$ cat config.mk
export PLATFORM = sky130hd
export DESIGN_NAME = qed_dup_engine
export DESIGN_NICKNAME = d
export VERILOG_FILES = /design/src/rtl/qed_pkg.sv /design/src/rtl/qed_inst_fifo.sv /design/src/rtl/qed_dup_engine.sv
export SDC_FILE = /design/constraint.sdc
export NUM_CORES = 1
export LEC_CHECK = 0
export CAP_MARGIN = 20
export CORE_ASPECT_RATIO = 0.9
export CORE_MARGIN = 10
export CORE_UTILIZATION = 55
export DETAILED_ROUTE_END_ITERATION = 8
export GPL_TIMING_DRIVEN = 0
export PLACE_DENSITY = 0.82
export SYNTH_ARGS = -nofsm -noshare
export SYNTH_HDL_FRONTEND = slang
export SYNTH_SLANG_ARGS = --single-unit
export TNS_END_PERCENT = 30
$ cat constraint.sdc
create_clock -name clk -period 5 [get_ports clk]
set_input_delay 1.25 -clock clk [delete_from_list [all_inputs] [get_ports clk]]
set_output_delay 1.25 -clock clk [all_outputs]
set_load 0.01 [all_outputs]
$ cat src/rtl/qed_pkg.sv
// Shared constants for the SQED duplication engine: opcodes, NOP, field positions, states.
// Latency: n/a (constants and pure functions only).
// Backpressure: n/a.
package qed_pkg;

    localparam logic [6:0] OPC_OP     = 7'b0110011;
    localparam logic [6:0] OPC_OP_IMM = 7'b0010011;
    localparam logic [6:0] OPC_LUI    = 7'b0110111;
    localparam logic [6:0] OPC_LOAD   = 7'b0000011;
    localparam logic [6:0] OPC_STORE  = 7'b0100011;

    // addi x0,x0,0
    localparam logic [31:0] QED_NOP = 32'h0000_0013;

    // LSB positions of the register fields inside an instruction word
    localparam int RD_LSB  = 7;
    localparam int RS1_LSB = 15;
    localparam int RS2_LSB = 20;

    typedef enum logic {
        ST_ORIG = 1'b0,
        ST_DUP  = 1'b1
    } qed_state_t;

    function automatic logic is_mem_op(input logic [6:0] opc);
        return (opc == OPC_LOAD) || (opc == OPC_STORE);
    endfunction

endpackage

$ cat src/rtl/qed_inst_fifo.sv
// Instruction FIFO (DEPTH x W) recording original instructions for later replay.
// Latency: pushed word visible at the head on the next cycle; head is read combinationally.
// Backpressure: caller must not push when full or pop when empty; full/empty use an extra pointer MSB.
module qed_inst_fifo #(
    parameter int DEPTH = 16,
    parameter int W     = 32,
    localparam int AW   = $clog2(DEPTH)
) (
    input  logic          clk,
    input  logic          rst,
    input  logic          push,
    input  logic [W-1:0]  push_dat,
    input  logic          pop,
    output logic [W-1:0]  pop_dat,
    output logic          full,
    output logic          empty,
    output logic [AW:0]   count
);

    logic [W-1:0] mem [DEPTH];
    logic [AW:0]  wr_ptr;
    logic [AW:0]  rd_ptr;

    // Pointer update; reset discards any stored entries
    always_ff @(posedge clk or posedge rst) begin
        if (rst) begin
            wr_ptr <= '0;
            rd_ptr <= '0;
        end else begin
            if (push) wr_ptr <= wr_ptr + 1'b1;
            if (pop)  rd_ptr <= rd_ptr + 1'b1;
        end
    end

    // Storage write; contents need no reset because the pointers qualify them
    always_ff @(posedge clk) begin
        if (push) mem[wr_ptr[AW-1:0]] <= push_dat;
    end

    assign pop_dat = mem[rd_ptr[AW-1:0]];
    assign count   = wr_ptr - rd_ptr;
    assign empty   = (wr_ptr == rd_ptr);
    assign full    = (wr_ptr[AW] != rd_ptr[AW]) && (wr_ptr[AW-1:0] == rd_ptr[AW-1:0]);

endmodule

$ cat src/rtl/qed_dup_engine.sv
// SQED duplication engine: forwards QED-legal fetches (ORIG) and replays them register-remapped (DUP).
// Latency: 1 cycle from accept/pop to qed_inst_o; all instruction outputs are registered.
// Backpressure: stall_i or ~ena freezes everything; ifu_rdy_o low in DUP or when the FIFO is full.
// Optional feature macro: QED_MEM_DUP_EN (LOAD/STORE become legal and duplicates flag qed_mem_dup_o).
module qed_dup_engine
    import qed_pkg::*;
#(
    parameter int INST_W     = 32,
    parameter int DEPTH      = 16,
    parameter int REG_AW     = 5,
    parameter int DUP_OFFSET = 16,
    parameter int CNT_W      = 16
) (
    input  logic                     clk,
    input  logic                     rst,
    input  logic                     ena,
    input  logic [INST_W-1:0]        ifu_inst_i,
    input  logic                     ifu_vld_i,
    output logic                     ifu_rdy_o,
    input  logic                     exec_dup_i,
    input  logic                     stall_i,
    output logic [INST_W-1:0]        qed_inst_o,
    output logic                     qed_vld_o,
    output logic                     qed_is_dup_o,
    output logic                     qed_mem_dup_o,
    output logic [$clog2(DEPTH):0]   fifo_cnt_o,
    output logic                     qed_ready_o,
    output logic                     overflow_o
);

    localparam int CW = $clog2(DEPTH) + 1;
    localparam logic [REG_AW-1:0] OFS = REG_AW'(DUP_OFFSET);

    qed_state_t          state;
    logic [INST_W-1:0]   inst_q;
    logic                vld_q;
    logic                is_dup_q;
    logic                mem_dup_q;
    logic                ovf_q;
    logic [CNT_W-1:0]    orig_cnt;
    logic [CNT_W-1:0]    dup_cnt;

    logic                active;
    logic                legal;
    logic                push;
    logic                pop;
    logic                drop;
    logic                fifo_full;
    logic                fifo_empty;
    logic [CW-1:0]       fifo_cnt;
    logic [INST_W-1:0]   head;
    logic [INST_W-1:0]   dup_inst;
    logic                mem_dup_c;

    logic [6:0]          opc;
    logic [REG_AW-1:0]   f_rd;
    logic [REG_AW-1:0]   f_rs1;
    logic [REG_AW-1:0]   f_rs2;

    // Originals must live in the lower half of the register file
    function automatic logic reg_ok(input logic [REG_AW-1:0] r);
        return int'(r) < DUP_OFFSET;
    endfunction

    // x0 is hard-wired zero in both halves, so it is never moved
    function automatic logic [REG_AW-1:0] remap_reg(input logic [REG_AW-1:0] r);
        return (r == '0) ? r : r + OFS;
    endfunction

    assign opc   = ifu_inst_i[6:0];
    assign f_rd  = ifu_inst_i[RD_LSB  +: REG_AW];
    assign f_rs1 = ifu_inst_i[RS1_LSB +: REG_AW];
    assign f_rs2 = ifu_inst_i[RS2_LSB +: REG_AW];

    // Decide whether the fetched instruction may enter the QED stream
    always_comb begin
        legal = 1'b0;
        case (opc)
            OPC_OP:     legal = reg_ok(f_rd) && reg_ok(f_rs1) && reg_ok(f_rs2);
            OPC_OP_IMM: legal = reg_ok(f_rd) && reg_ok(f_rs1);
            OPC_LUI:    legal = reg_ok(f_rd);
`ifdef QED_MEM_DUP_EN
            OPC_LOAD:   legal = reg_ok(f_rd) && reg_ok(f_rs1);
            OPC_STORE:  legal = reg_ok(f_rs1) && reg_ok(f_rs2);
`endif
            default:    legal = 1'b0;
        endcase
    end

    assign active    = ena && !stall_i;
    assign ifu_rdy_o = active && (state == ST_ORIG) && !fifo_full;
    assign push      = ifu_rdy_o && ifu_vld_i && legal;
    assign drop      = active && (state == ST_ORIG) && ifu_vld_i && legal && fifo_full;
    assign pop       = active && (state == ST_DUP);

    qed_inst_fifo #(
        .DEPTH (DEPTH),
        .W     (INST_W)
    ) u_fifo (
        .clk      (clk),
        .rst      (rst),
        .push     (push),
        .push_dat (ifu_inst_i),
        .pop      (pop),
        .pop_dat  (head),
        .full     (fifo_full),
        .empty    (fifo_empty),
        .count    (fifo_cnt)
    );

    // Build the duplicate of the FIFO head: only fields the format actually uses are moved
    always_comb begin
        dup_inst = head;
        case (head[6:0])
            OPC_OP: begin
                dup_inst[RD_LSB  +: REG_AW] = remap_reg(head[RD_LSB  +: REG_AW]);
                dup_inst[RS1_LSB +: REG_AW] = remap_reg(head[RS1_LSB +: REG_AW]);
                dup_inst[RS2_LSB +: REG_AW] = remap_reg(head[RS2_LSB +: REG_AW]);
            end
            OPC_OP_IMM, OPC_LOAD: begin
                dup_inst[RD_LSB  +: REG_AW] = remap_reg(head[RD_LSB  +: REG_AW]);
                dup_inst[RS1_LSB +: REG_AW] = remap_reg(head[RS1_LSB +: REG_AW]);
            end
            OPC_STORE: begin
                dup_inst[RS1_LSB +: REG_AW] = remap_reg(head[RS1_LSB +: REG_AW]);
                dup_inst[RS2_LSB +: REG_AW] = remap_reg(head[RS2_LSB +: REG_AW]);
            end
            OPC_LUI: begin
                dup_inst[RD_LSB  +: REG_AW] = remap_reg(head[RD_LSB  +: REG_AW]);
            end
            default: ;
        endcase
    end

    // Memory duplicates need the data-side half-space offset
`ifdef QED_MEM_DUP_EN
    assign mem_dup_c = is_mem_op(head[6:0]);
`else
    assign mem_dup_c = 1'b0;
`endif

    // ORIG/DUP sequencer with registered instruction outputs and issue counters
    always_ff @(posedge clk or posedge rst) begin
        if (rst) begin
            state     <= ST_ORIG;
            inst_q    <= INST_W'(QED_NOP);
            vld_q     <= 1'b0;
            is_dup_q  <= 1'b0;
            mem_dup_q <= 1'b0;
            ovf_q     <= 1'b0;
            orig_cnt  <= '0;
            dup_cnt   <= '0;
        end else if (active) begin
            case (state)
                ST_ORIG: begin
                    is_dup_q  <= 1'b0;
                    mem_dup_q <= 1'b0;
                    if (push) begin
                        inst_q   <= ifu_inst_i;
                        vld_q    <= 1'b1;
                        orig_cnt <= orig_cnt + 1'b1;
                    end else begin
                        inst_q <= INST_W'(QED_NOP);
                        vld_q  <= 1'b0;
                    end
                    if (drop) ovf_q <= 1'b1;
                    // A same-cycle push counts towards "something to replay"
                    if (exec_dup_i && (push || !fifo_empty)) state <= ST_DUP;
                end
                ST_DUP: begin
                    inst_q    <= dup_inst;
                    vld_q     <= 1'b1;
                    is_dup_q  <= 1'b1;
                    mem_dup_q <= mem_dup_c;
                    dup_cnt   <= dup_cnt + 1'b1;
                    if (fifo_cnt == CW'(1)) state <= ST_ORIG;
                end
                default: state <= ST_ORIG;
            endcase
        end
    end

    assign qed_inst_o    = inst_q;
    assign qed_vld_o     = vld_q;
    assign qed_is_dup_o  = is_dup_q;
    assign qed_mem_dup_o = mem_dup_q;
    assign overflow_o    = ovf_q;
    assign fifo_cnt_o    = fifo_cnt;
    assign qed_ready_o   = (orig_cnt == dup_cnt) && fifo_empty && (state == ST_ORIG);

endmodule

# After elaboration in Yosys (flattened, before gate mapping)
# Memory sizes are Yosys's and may differ from the RTL's.
# Cells that the tools add are included.
# classes
n_addsub	8
n_lt_le_gt_ge	3
eq_ne	13
n_mux	16
n_bitwise	1
n_reduce_logical	28
# op_table
operator	n
case mux 32 bit (2 select lines)	1
equality test 7 x 6 -> 1 bit (second input constant)	5
adder 16 x 1 -> 16 bit (second input constant)	2
2-to-1 mux 32 bit	1
2-to-1 mux 5 bit	6
equality test 16 bit	1
adder 5 bit (second input constant)	3
logical AND 1 bit	15
zero test 5 bit	3
less-than comparator 5 bit (second input constant)	3
equality test 7 x 5 -> 1 bit (second input constant)	2
adder 5 x 1 -> 5 bit (second input constant)	2
OR reduction 4 bit	2
equality test 7 x 2 -> 1 bit (second input constant)	1
case mux 1 bit (2 select lines)	3
AND reduction 3 bit	2
equality test 5 x 1 -> 1 bit (second input constant)	1
equality test 5 bit	1
subtractor 5 bit	1
equality test 4 bit	1
2-to-1 mux 1 bit	4
zero test 1 bit	3
case mux 1 bit (3 select lines)	1
AND reduction 2 bit	1
4 further kinds	4
# word_totals
register_bits	78
ram_bits	512
word_cells	79
mem_count	1
# mem_list
name	depth	word_bits	rd	rd_ports_with_merged_regs	write_ports	line_no	source
u_fifo.mem	16	32	1	0	1	qed_inst_fifo.sv:20	logic [W-1:0] mem [DEPTH];

# Logic depth before layout (Yosys ltp)
# Gate-level depths: netlist (run 1).
# logic_depth
ltp_word	10
mapped_depth	14
depth_no_buf	9

# Cells and area by module
# Synthesis (run 1) repeated with hierarchy kept, for this count alone.
# unflattened
hier_cells	1159
hier_area_um2	23254.8
# by_module_without_submodules
mod	n_inst	cells_per_inst	area_per_inst_um2	seq_area_each_um2
qed_inst_fifo	1	862	19956.6	15625.0
qed_dup_engine	1	297	3298.2	1705.4

# Worst setup path after synthesis (run 1)
# No wires, ideal clock.
# synth_path
kind	input to register
startpoint	input ena
endpoint	memory u_fifo.mem[3][0] (enable)
setup_time_ns	0.461
t_arrival_ns	4.678
required_ns	4.539
slack_ns	-0.139
path_stages	7
path_buffers	1
path_cell_list	nor2b_1 > clkbuf_2 > nand2_1 > or4_1 > nor2_2 > nand2_1 > nor3_1
# synth_between
elab_chain_len	7
# synth_lines
item	line_no	source
from (decl)	qed_dup_engine.sv:16	input logic ena,
logical AND 1 bit	qed_dup_engine.sv:90	assign active = ena && !stall_i;
logical AND 1 bit (2 in series)	qed_dup_engine.sv:91	assign ifu_rdy_o = active && (state == ST_ORIG) && !fifo_full;
logical AND 1 bit (2 in series)	qed_dup_engine.sv:92	assign push = ifu_rdy_o && ifu_vld_i && legal;
2-to-1 mux 1 bit	qed_inst_fifo.sv:37	if (push) mem[wr_ptr[AW-1:0]] <= push_dat;
2-to-1 mux 1 bit (not written as such)	qed_inst_fifo.sv:37	
to (decl)	qed_inst_fifo.sv:20	
# Every way passes these cells.

# Worst setup path in the final report (run 1)
# layout_path
startpoint	register u_fifo.rd_ptr[1]
endpoint	output qed_ready_o
# layout_between
elab_chain_len	3
# layout_lines
item	line_no	source
from (decl)	qed_inst_fifo.sv:22	logic [AW:0] rd_ptr;
from (signal assigned)	qed_inst_fifo.sv:31	if (pop) rd_ptr <= rd_ptr + 1'b1;
equality test 5 bit	qed_inst_fifo.sv:42	assign empty = (wr_ptr == rd_ptr);
logical AND 1 bit (2 in series)	qed_dup_engine.sv:189	assign qed_ready_o = (orig_cnt == dup_cnt) && fifo_empty && (state == ST_ORIG);
to (decl)	qed_dup_engine.sv:27	output logic qed_ready_o,
# Every way passes these cells.

==> summary by stage, run 1 <==
Run status
The flow ran to the end, and the final reports show no timing, DRC or antenna violations.

Power and ir drop
The total power of the final layout is 13.9 mW. The power density relative to cell area is a little over 500 mW/mm^2. The maximum VDD drop is 326 uV. The standby leakage power is about 9 nW.

Layout
The area added between synthesis and finish is 16.3%. Leaving out fill and tap cells, the most frequent cells in the layout are sky130_fd_sc_hd__edfxtp_1 (512), sky130_fd_sc_hd__mux4_2 (119), sky130_fd_sc_hd__clkdlybuf4s50_1 (79). After filler insertion, the fill cell instance count of the layout stands at 2658. After the flow finishes, the layout carries non-filler instances totaling approximately 1900. The count of nets after finishing is between 1000 and 1500.

The fraction of final layout cells with drive strength greater than 1 is 21.1%. Once layout is complete, the utilization of the core stands at 64.9%. The finished cells cover 0.0272 sq mm. The library cell used most frequently in the layout, excluding fill and tap cells, is sky130_fd_sc_hd__edfxtp_1.

Worst setup path
Walking the worst path, the cells encountered are buf_8, buf_16, buf_6, inv_1, ha_1, nand4_1, nor2_1, nand2_1, nor4_1, clkdlybuf4s50_1. For this design, the slowest cell found on the critical path is sky130_fd_sc_hd__clkdlybuf4s50_1. Counting both buffers and inverters, the worst setup path holds a total of 5. Along the worst path, the maximum fanout reaches 28. The type of the setup path with the least slack is reg -> out. The delay of the slowest critical-path stage is about 0.60 ns. The worst setup path is launched from a flip-flop.

The kind of cell with the highest combined delay along the critical path is buffers and inverters. The worst setup path is captured at a primary output. At the worst endpoint, the required time is 3.75 ns.

At the worst endpoint, the arrival time is 3.65 ns.

Clock network
The tree built by TritonCTS fans out to roughly 600 sinks. The worst-case clock buffer depth is 3. The clock network latency to the later pin of the worst-skew pair is 0.63 ns.

The H-tree was split into 2 levels. Once the clock tree was built, the setup fixing pass inserted 0 buffers. Counting the buffers created by CTS gives 54.

The CTS tree is done. The cell sitting at the root of the clock tree is a sky130_fd_sc_hd__clkbuf_16. Hold repair after CTS inserted 0 buffers. Clock-pin slew was measured on the worst setup and hold paths at 0.06 ns. The number of cells upsized or downsized after cts is 5.

Route
The count of TritonRoute iterations in the first routing pass is 5. Dividing the detail-routed wire length by the instance count gives 31.0 um. The detailed router finished its first iteration with 1806 violations.

The via count is about 13000. The via-per-instance ratio is roughly 6.6. The final routed wirelength across all metal layers is between 50000 and 60000 um.

The number of antenna-violating nets in the routed design is 0. The DRC violation count after routing is 0.

Place
At the placement stage, the worst setup path has a slack of -0.440 ns. Detailed placement ended at an HPWL of 37000 um. Routability-driven placement finished with a final weighted congestion of about 0.79.

Once placement completed, the tool counted placed cells totaling between 1500 and 2000. The total cell area at the placement stage is ~0.025 sq mm. In this run the tool buffered the top-level ports with just under 80 buffer cells.

Logic synthesis
Synthesis produced a netlist whose cell count is 1166. Counting flops with an async set or reset pin after synthesis yields a share of 13.2%. The synthesized netlist net count is 1216. In the synthesized netlist the dominant register cell turns out to be sky130_fd_sc_hd__edfxtp_1. The sequential fraction of the synthesis area is 74.1%. In the synthesized netlist, mux cells make up about 14% of the area. The synthesized design contains 512 enable-type register cells.

Counting distinct cell types in the post-synthesis netlist gives 58. The area share of the largest cell type after synthesis is 65.8%. The mapped netlist covers 0.0234 sq mm.

The basic-gate share of the synthesized area counting and, or, nand and nor cells is about 3.7%. The post-synthesis share of cell area spent on full adders, half adders and majority gates is 0.674%. The largest family of logic cells by synthesized area is multiplexers.

The leading area contributor after synthesis is sky130_fd_sc_hd__edfxtp_1. Summing the areas of all xor and xnor instances in the mapped netlist gives 2.21% of the synthesized area. The synthesized design contains 590 register bits. The number of synthesis warnings is 0.

Yosys attributes the largest share of cell area to sky130_fd_sc_hd__edfxtp_1 (66%), sky130_fd_sc_hd__mux4_2 (11%), sky130_fd_sc_hd__dfrtp_1 (8.0%), sky130_fd_sc_hd__mux4_1 (1.5%), sky130_fd_sc_hd__xnor2_1 (1.2%). The synthesized netlist devotes 3.23% of its cell area to compound gates. The synthesized area divided by synthesized cell count is 20.1 sq um.

STA
The worst path setup slack after routing is 0.100 ns. Across the routed clock network, the largest skew measured is 0.0209 ns. The peak clock frequency supported by timing is 204 MHz. The number of slew-limit violations in the final report is 0. Headroom to the max-slew limit came out at roughly 27%. The hold violation count in the final report is 0.

The final setup TNS is 0 ns. The final cycle utilization of the critical path is 98.0%. At the pin with the least slew margin, the transition time is 1.09 ns. Setup violations remaining at the end of the flow were counted as 0. The routed design could run at a clock period as short as just under 5 ns.

The worst-case hold slack is 0.473 ns.

Floorplanning
The floorplan core area is 0.0419 sq mm. The starting density of the core is 55.8%. The initialized floorplan defines a little over 70 standard-cell rows. The die covers 0.0512 sq mm. During I/O placement, the number of pins put on the boundary was 81. The die boundary width is 237 um. The die outline height is between 200 and 250 um.

GRT
The final global-route overflow total is 0. The number of global-route vias before repair came to 13000. The initial antenna violation count is 2. The first global-routing pass estimated 87300 um of wire. Entering global routing, the biggest net connects 62 pins. The overall global routing resource usage is 23.2%.

Flow run
Max-cap violations in this run came to 0.

Worst hold path
In this run the worst hold path is classified as reg -> reg.
==> per-layer routing <==
| layer | up-vias | global-route usage (%) | wire, um | part of all wire [%] |
|---|---|---|---|---|
| met3 | 144 | 5.45 | 6000 | 10 |
| met2 | 835 | 36.2 | 28400 | 48 |
| met4 | 0 | 7.84 | 1830 | 3.1 |
| met5 | - | 0 | 0 | 0 |
| li1 | 5071 | - | - | - |
| met1 | 6602 | 31.9 | 23200 | 39 |
==> report_power, final <==
group          internal [mW]  leakage [nW]  switching (mW)
clock network           2.26         0.849            1.82
registers               5.53          5.60           0.192
logic                   1.96          2.74            2.14
==> path summary, 6_finish.rpt <==
kind | start | end | slack, ns | cells past startpoint
max | u_fifo.rd_ptr[1] | qed_ready_o | 0.10 | 10
min | overflow_o | overflow_o | 0.47 | 2
max reg2reg | u_fifo.rd_ptr[3] | u_fifo.mem[15][7] | 0.96 | 10
min reg2reg | overflow_o | overflow_o | 0.47 | 2
max in group asynchronous | rst | qed_inst_o[1] | 3.33 | 3
min in group asynchronous | rst | qed_inst_o[21] | 0.99 | 2
==> kinds of logic (layout without fill, tap and decap cells) <==
| family | count (synthesis) | in the layout |
|---|---|---|
| flops | 590 | 590 |
| simple gates | 176 | 176 |
| mux | 157 | 157 |
| compound gates | 102 | 102 |
| buf+inv | 69 | 271 |
| xor+xnor | 59 | 59 |
| fa+ha+maj | 12 | 12 |
| other cells | 1 | 2 |
==> flip-flops by register name, summed over array words and instances, names as in the netlist <==
| signal | cells |
|---|---|
| state | 1 |
| overflow_o | 1 |
| orig_cnt | 16 |
| u_fifo.rd_ptr | 5 |
| u_fifo.wr_ptr | 5 |
| qed_inst_o | 32 |
| dup_cnt | 16 |
| qed_vld_o | 1 |
| u_fifo.mem | 512 |
| qed_is_dup_o | 1 |
==> layout make-up <==
class / instances / area (sq um) / share of cell area, %
Antenna cell: 1 / 2.50 / 0.00920
Buffer: 56 / 450 / 1.66
Clock buffer: 72 / 1450 / 5.33
Clock inverter: 30 / 297 / 1.09
Inverter: 10 / 40.0 / 0.147
Multi-Input combinational cell: 507 / 5710 / 21.0
Sequential cell: 590 / 17300 / 63.7
Tap cell: 547 / 684 / 2.52
Timing Repair Buffer: 103 / 1240 / 4.57
==> worst register-to-register path: cells and delay by family (launching register included) <==
kind | cells | cell delay, ns
adders and majority gates | 1 | 0.32
buffers and inverters | 4 | 1.15
DFF | 1 | 0.48
and+or+nand+nor | 5 | 1.76
==> synth_stat cells, drive strengths merged, types with 10 or more instances <==
library cell,n
edfxtp,512
clkbuf,14
nand4,13
ha,11
nand2,53
buf,45
a22oi,29
o22ai,20
xor2,26
o21ai,10
nand3,15
dfrtp,75
nor2,37
xnor2,33
a221o,12
nor3,14
inv,10
mux4,132
mux2i,24
Power figures use the tool's default switching activity.
==> run 2, diff against run 1 <==
- CORE_MARGIN: 10 -> 1
==> run 2 against run 1 <==
Sequential share of layout area is 0.34 points lower; global-route usage up 5.1 points; core utilization rose by 0.48 points; sequential power about the same; clock power is 6.9% higher; via count rose by 0.21%; setup slack better by 0.022 ns; clock skew grew 0.023 ns; critical path depth fell by 1.
==> summary by stage, run 2 (same netlist as run 1, synthesis figures left out) <==
Route
The routed length per instance was 31.0 um (-0.10%). The number of DRC markers in iteration 0 is 1547 (-14%). The final routed wirelength across all metal layers was 59400 um (about the same). The via-per-instance ratio is 6.61 (+0.11%). The count of TritonRoute iterations in the first routing pass is 5 (unchanged). The via count is 12700 (+0.21%). The number of antenna-violating nets in the routed design was 0 (unchanged). The DRC violation count after routing is 0 (unchanged).

Run status
The flow ran to the end, and the final reports show no timing, DRC or antenna violations.

Worst setup path
The startpoint of the worst register-to-register path is u_fifo.rd_ptr[1]. The maximum fanout count along the critical path is 19 (-32%). The capture instance of the worst register-to-register path is u_fifo.mem[15][12]. STA classifies the critical path endpoint as a primary output. The worst setup path is launched from a flip-flop.

The type of the setup path with the least slack is reg -> out. The required time of the worst setup path came to 3.75 ns (about the same). The slack of the worst reg-to-reg path is 0.96 ns (about the same).

The depth of the worst register-to-register path is 11 (+1). The data arrival time of the critical path was 3.63 ns (-0.02 ns).

GRT
The overall global routing resource usage was 28.4% (+5.1 points). The final global-route overflow total is 0 (unchanged). The initial antenna violation count came to 2 (unchanged). The number of global-route vias before repair is 13000 (-0.57%).

The global-route wire length before repair is 86200 um (-1.3%). The maximum number of pins on one net before global-route repair came to 56 (-9.7%).

Floorplanning
The starting density of the core was 55.9% (+0.12 points). The overall die area is 0.0433 sq mm (-15%). The floorplan core area is 0.0418 sq mm (-0.21%).

The die boundary width is 219 um (-7.6%). The top-level I/O count is 81 (unchanged). The die outline height is 198 um (-8.3%). The cell row count is 71 (unchanged).

Clock network
The number of buffers added to fix hold violations after cts was 0 (unchanged). The worst-case clock buffer depth is 3 (unchanged). The number of levels in the clock H-tree was 2 (unchanged). The clock-pin slew on the worst setup and hold paths is 0.06 ns (about the same). The buffer count from post-CTS setup fixing is 0 (unchanged). The number of clock sinks came to 590 (unchanged). The number of cells upsized or downsized after cts came to 4 (-1). Clock tree synthesis selected as its root buffer the cell sky130_fd_sc_hd__clkbuf_16. The number of clock buffers inserted by TritonCTS came to 55 (+1.9%). The clock network latency to the later pin of the worst-skew pair is 0.64 ns (about the same). TritonCTS built the clock tree.

Flow run
The max-capacitance violation count was 0 (unchanged).

Worst hold path
The tightest min-delay check is of the reg -> reg type. The worst hold path cell count is 2 (unchanged). The hold-critical path endpoint is overflow_o. The hold path startpoint is overflow_o.

STA
The number of slew-limit violations in the final report is 0 (unchanged). The peak clock frequency supported by timing was 205 MHz (+0.45%). The normalized max-slew margin is 29.9% (+2.7 points). The hold violation count in the final report is 0 (unchanged).

The worst-margin pin slew was 1.05 ns (-0.0412 ns). The final setup violation count is 0 (unchanged). The final cycle utilization of the critical path was 97.6% (-0.44 points). Setup repair after global routing left no endpoint under its margin.

The final setup skew was 0.0437 ns (+0.0228 ns). The post-layout minimum cycle time is 4.88 ns (-0.0219 ns).

Layout
The count of nets after finishing is 1373 (+0.073%). In the layout the commonest cells are sky130_fd_sc_hd__edfxtp_1 (512), sky130_fd_sc_hd__mux4_2 (119), sky130_fd_sc_hd__clkdlybuf4s50_1 (79). The flip-flop count of the largest register, all copies and words added is 512 (unchanged). The fraction of final layout cells with drive strength greater than 1 came to 21.1% (about the same). The utilization of the core after routing is 65.4% (+0.48 points).

The number of standard cells in the layout, taps in and fillers out came to 1918 (+0.10%). The area added between synthesis and finish is 17.0%. The library cell used most frequently in the layout, excluding fill and tap cells, is sky130_fd_sc_hd__edfxtp_1.

Place
The number of instances in the placed design is 1816 (unchanged). The routability-driven placement congestion ratio is 0.819 (+3.9%). The count of input and output buffers is 79 (unchanged).

The final HPWL from detailed placement came to 35900 um (-2.9%).

Power and ir drop
The maximum VDD drop was 336 uV (+3.0%). The power density relative to cell area came to 518 mW/mm^2 (+1.3%). The standby leakage power was 9.25 nW (+0.62%).
[run 2: routing by layer]
layer | GRT usage (%) | up-vias | routed length (um)
li1 | - | 5077 | -
met5 | 1.26 | - | 73
met2 | 43.2 | 926 | 27800
met1 | 38.6 | 6508 | 22000
met4 | 13.0 | 2 | 2440
met3 | 7.50 | 166 | 6990
[run 2: worst max path at each step]
| stage | start | endpoint | slack (ns) | cells after the start |
|---|---|---|---|---|
| floorplan | ena | u_fifo.mem[1][0] | -0.10 | 7 |
| detailed placement | ifu_inst_i[19] | u_fifo.mem[1][8] | -0.46 | 9 |
| global route | u_fifo.rd_ptr[1] | qed_ready_o | 0.03 | 10 |
| global placement | ifu_inst_i[19] | u_fifo.mem[2][8] | -3.95 | 7 |
| CTS | u_fifo.rd_ptr[3] | qed_ready_o | 0.06 | 9 |
| finish | u_fifo.rd_ptr[2] | qed_ready_o | 0.12 | 9 |
[run 2: where the power goes]
part	switching, mW	total [mW]	internal, mW
Combinational	2.13	4.08	1.95
Clock	1.84	4.36	2.52
Sequential	0.181	5.72	5.53
Total	4.16	14.2	10.0
[run 2: final cells by class]
cell class / count / area, sq um
buffer: 56 / 435
tap: 547 / 684
timing repair buffer: 103 / 1260
sequential: 590 / 17300
fill: 2630 / 14500
inverter: 10 / 40.0
clock buffer: 70 / 1440
antenna: 2 / 5.00
clock inverter: 33 / 442
multi-input combinational: 507 / 5710
[run 2: worst max-delay path, cell delays in order, from the launching register on]
cell,delay (ns)
sky130_fd_sc_hd__dfrtp_1,0.42
sky130_fd_sc_hd__buf_6,0.30
sky130_fd_sc_hd__buf_4,0.28
sky130_fd_sc_hd__inv_1,0.22
sky130_fd_sc_hd__ha_1,0.42
sky130_fd_sc_hd__nand4_1,0.21
sky130_fd_sc_hd__nor2_1,0.18
sky130_fd_sc_hd__nand2_1,0.07
sky130_fd_sc_hd__nor4_1,0.30
sky130_fd_sc_hd__clkdlybuf4s50_1,0.59
[run 2: stage by stage]
step / hold slack, ns / TNS, ns / cell area (sq um) / power [mW] / setup slack, ns
floorplan: 0.461 / -6.68 / 23400 / 8.40 / -0.104
global placement: 0.454 / -1234.55 / 24900 / 9.69 / -3.95
detailed placement: 0.472 / -54.37 / 25500 / 9.79 / -0.463
CTS: 0.487 / 0 / 27300 / 14.1 / 0.0642
global route: 0.511 / 0 / 27300 / 14.6 / 0.0291
finish: 0.486 / 0 / 27300 / 14.2 / 0.122
==> run 3, diff against run 2 <==
- ABC_CLOCK_PERIOD_IN_PS: unset -> 5000
- REMOVE_ABC_BUFFERS: unset -> 1
- SKIP_CTS_REPAIR_TIMING: unset -> 1
==> run 3 against run 2 <==
Via count decreased by 2.1%; fmax rose by 1.3%; power is 3.6% lower; global-route usage fell by 2.2 points; register-to-register slack improved by 0.26 ns; clock power is 5.7% lower.
==> summary by stage, run 3 (same netlist as run 1, synthesis figures left out) <==
Worst setup path
The endpoint identified for the worst register-to-register timing path is u_fifo.mem[7][13]. Among all stages on the critical path, the largest delay is contributed by sky130_fd_sc_hd__clkdlybuf4s50_1. The worst setup path endpoint is qed_ready_o. In this run the worst setup path begins at u_fifo.rd_ptr[0]. The maximum fanout count along the critical path is 41 (+22).

The worst setup path is launched from a flip-flop. The delay of the slowest critical-path stage is 0.65 ns (+0.06 ns). The endpoint kind of the worst setup timing path is a primary output. The type of the setup path with the least slack is reg -> out. The data arrival time of the critical path was 3.56 ns (-0.07 ns). Traced cell by cell, the critical path runs through buf_16, ha_1, nand4_1, nor2_1, nand2_1, nor4_2, clkdlybuf4s50_1.

The depth of the worst register-to-register path is 8 (-3). The required time of the worst setup path is 3.75 ns (about the same). The startpoint of the worst register-to-register path is u_fifo.rd_ptr[0]. The slack of the worst reg-to-reg path is 1.22 ns (+0.26 ns).

Layout
The most common library cell in the layout ignoring fill and taps is sky130_fd_sc_hd__edfxtp_1. The final-layout fill cell count is 2539 (-3.5%). The area added between synthesis and finish is 16.3%. The flip-flop count of the largest register, all copies and words added is 512 (unchanged).

The utilization of the core after routing is 65.0% (-0.39 points). The library cells used most frequently in the layout, excluding fill and tap cells, are sky130_fd_sc_hd__edfxtp_1 (512), sky130_fd_sc_hd__mux4_2 (119), sky130_fd_sc_hd__clkdlybuf4s50_1 (79). The fraction of final layout cells with drive strength greater than 1 is 21.3% (+0.16 points). The count of nets after finishing was 1339 (-2.5%). The number of standard cells in the layout, taps in and fillers out is 1883 (-1.8%).

Power and ir drop
The switching power share of the total is 28.5% (-0.86 points). The relative contribution of sequential cells to total power was 42.9% (+2.5 points). The switching power total was 3.89 mW (-6.5%). The maximum VDD drop was 394 uV (+17%). The internal power consumption is 9.76 mW (-2.5%). The power density relative to cell area is 502 mW/mm^2 (-3.0%). The standby leakage power came to 9.17 nW (-0.84%).

The relative contribution of combinational cells to total power is 26.9% (-1.9 points). The proportion of power drawn by the clock network was 30.1% (-0.7 points).

STA
The peak clock frequency supported by timing is 208 MHz (+1.3%). The post-layout minimum cycle time came to 4.81 ns (-0.0644 ns). The final setup TNS is 0 ns (unchanged). The final setup violation count came to 0 (unchanged). Setup repair after global routing left no endpoint under its margin. The worst-case hold slack was 0.483 ns (-0.00319 ns). The worst path setup slack after routing is 0.186 ns (+0.0644 ns).

The number of slew-limit violations in the final report came to 0 (unchanged). The final cycle utilization of the critical path came to 96.3% (-1.3 points). The worst-margin pin slew was 1.04 ns (-0.0159 ns). The normalized max-slew margin came to 30.8% (+0.90 points). The final setup skew is 0.0213 ns (-0.0224 ns). The hold violation count in the final report is 0 (unchanged).

Run status
The flow ran to the end, and the final reports show no timing, DRC or antenna violations.

Clock network
The CTS tree is done. The number of levels in the clock H-tree came to 2 (unchanged). The clock network latency to the later pin of the worst-skew pair came to 0.62 ns (-0.02 ns).

The clock root buffer is sky130_fd_sc_hd__clkbuf_16. The worst-case clock buffer depth is 3 (unchanged). The number of clock buffers inserted by TritonCTS is 55 (unchanged). The number of clock sinks is 590 (unchanged).

The clock-pin slew on the worst setup and hold paths was 0.06 ns (about the same).

Floorplanning
The overall die area is 0.0433 sq mm (unchanged). The starting density of the core came to 55.9% (unchanged). The die outline height is 198 um (unchanged). The die boundary width is 219 um (unchanged). The floorplan core area is 0.0418 sq mm (unchanged). The top-level I/O count is 81 (unchanged). The cell row count is 71 (unchanged).

Flow run
The max-capacitance violation count is 0 (unchanged).

Route
The routed length per instance is 29.5 um (-4.7%). The via-per-instance ratio was 6.59 (-0.32%). The via count was 12400 (-2.1%). The count of TritonRoute iterations in the first routing pass came to 5 (unchanged). The number of antenna-violating nets in the routed design is 0 (unchanged). The DRC violation count after routing is 0 (unchanged). The final routed wirelength across all metal layers came to 55500 um (-6.4%). The number of DRC markers in iteration 0 is 1378 (-11%).

Worst hold path
The tightest min-delay check is of the reg -> reg type.

GRT
The initial antenna violation count came to 2 (unchanged). The maximum number of pins on one net before global-route repair is 54 (-3.6%). The final global-route overflow total is 0 (unchanged). The overall global routing resource usage is 26.2% (-2.2 points). The global-route wire length before repair is 81000 um (-6.0%).

The number of global-route vias before repair was 12700 (-2.4%).

Place
The number of instances in the placed design is 1776 (-2.2%). The final HPWL from detailed placement is 32600 um (-9.3%). The post-placement worst setup slack was -0.277 ns (+0.186 ns). The routability-driven placement congestion ratio is 0.793 (-3.2%). The count of input and output buffers is 79 (unchanged).
[run 3: per-stage QoR]
step,total power [mW],cell area (sq um)
6_report,13.6,27200
5_1_grt,14.1,27200
4_1_cts,13.6,27100
3_5_place_dp,9.47,25300
3_3_place_gp,9.57,24400
2_1_floorplan,8.42,22900
[run 3: metal layers]
layer  global-route usage [%]  up-vias  share of wire, %
li1                         -     5007                 -
met1                     34.0     6471                37
met2                     43.4      758                50
met3                     4.87      170               8.4
met4                     11.3        2               4.4
met5                        0        -             0.027
[run 3: worst min-delay path by stage]
stage	startpoint	endpoint	slack, ns	depth (start not counted)
6_report	orig_cnt[15]	orig_cnt[15]	0.48	1
5_1_grt	orig_cnt[15]	orig_cnt[15]	0.50	1
4_1_cts	orig_cnt[15]	orig_cnt[15]	0.49	1
3_5_place_dp	overflow_o	overflow_o	0.48	2
3_3_place_gp	overflow_o	overflow_o	0.46	2
2_1_floorplan	orig_cnt[15]	orig_cnt[15]	0.46	1
[run 3: layout make-up]
cell class	count	area [sq um]	area share, %
clock inverter	36	310	1.14
sequential	590	17300	63.8
timing repair buffer	125	1630	5.99
tap	547	684	2.52
inverter	10	45.0	0.166
multi-input combinational	507	5700	21.0
antenna	1	2.50	0.00921
clock buffer	67	1460	5.38
[run 3: critical path: cells and delay by family (launching register included)]
family / cells / cell delay [ns]
fa+ha+maj: 1 / 0.41
buf+inv: 2 / 0.92
flops: 1 / 0.63
simple gates: 4 / 0.95
[run 3: power by group through the flow]
| stage | registers [mW] | logic, mW | clock network [mW] |
|---|---|---|---|
| after floorplan | 6.19 | 2.23 | 0 |
| after global placement | 6.35 | 3.22 | 0 |
| after detailed placement | 5.98 | 3.49 | 0 |
| after CTS | 5.89 | 3.58 | 4.14 |
| after global routing | 5.87 | 3.89 | 4.33 |
| final | 5.86 | 3.68 | 4.11 |
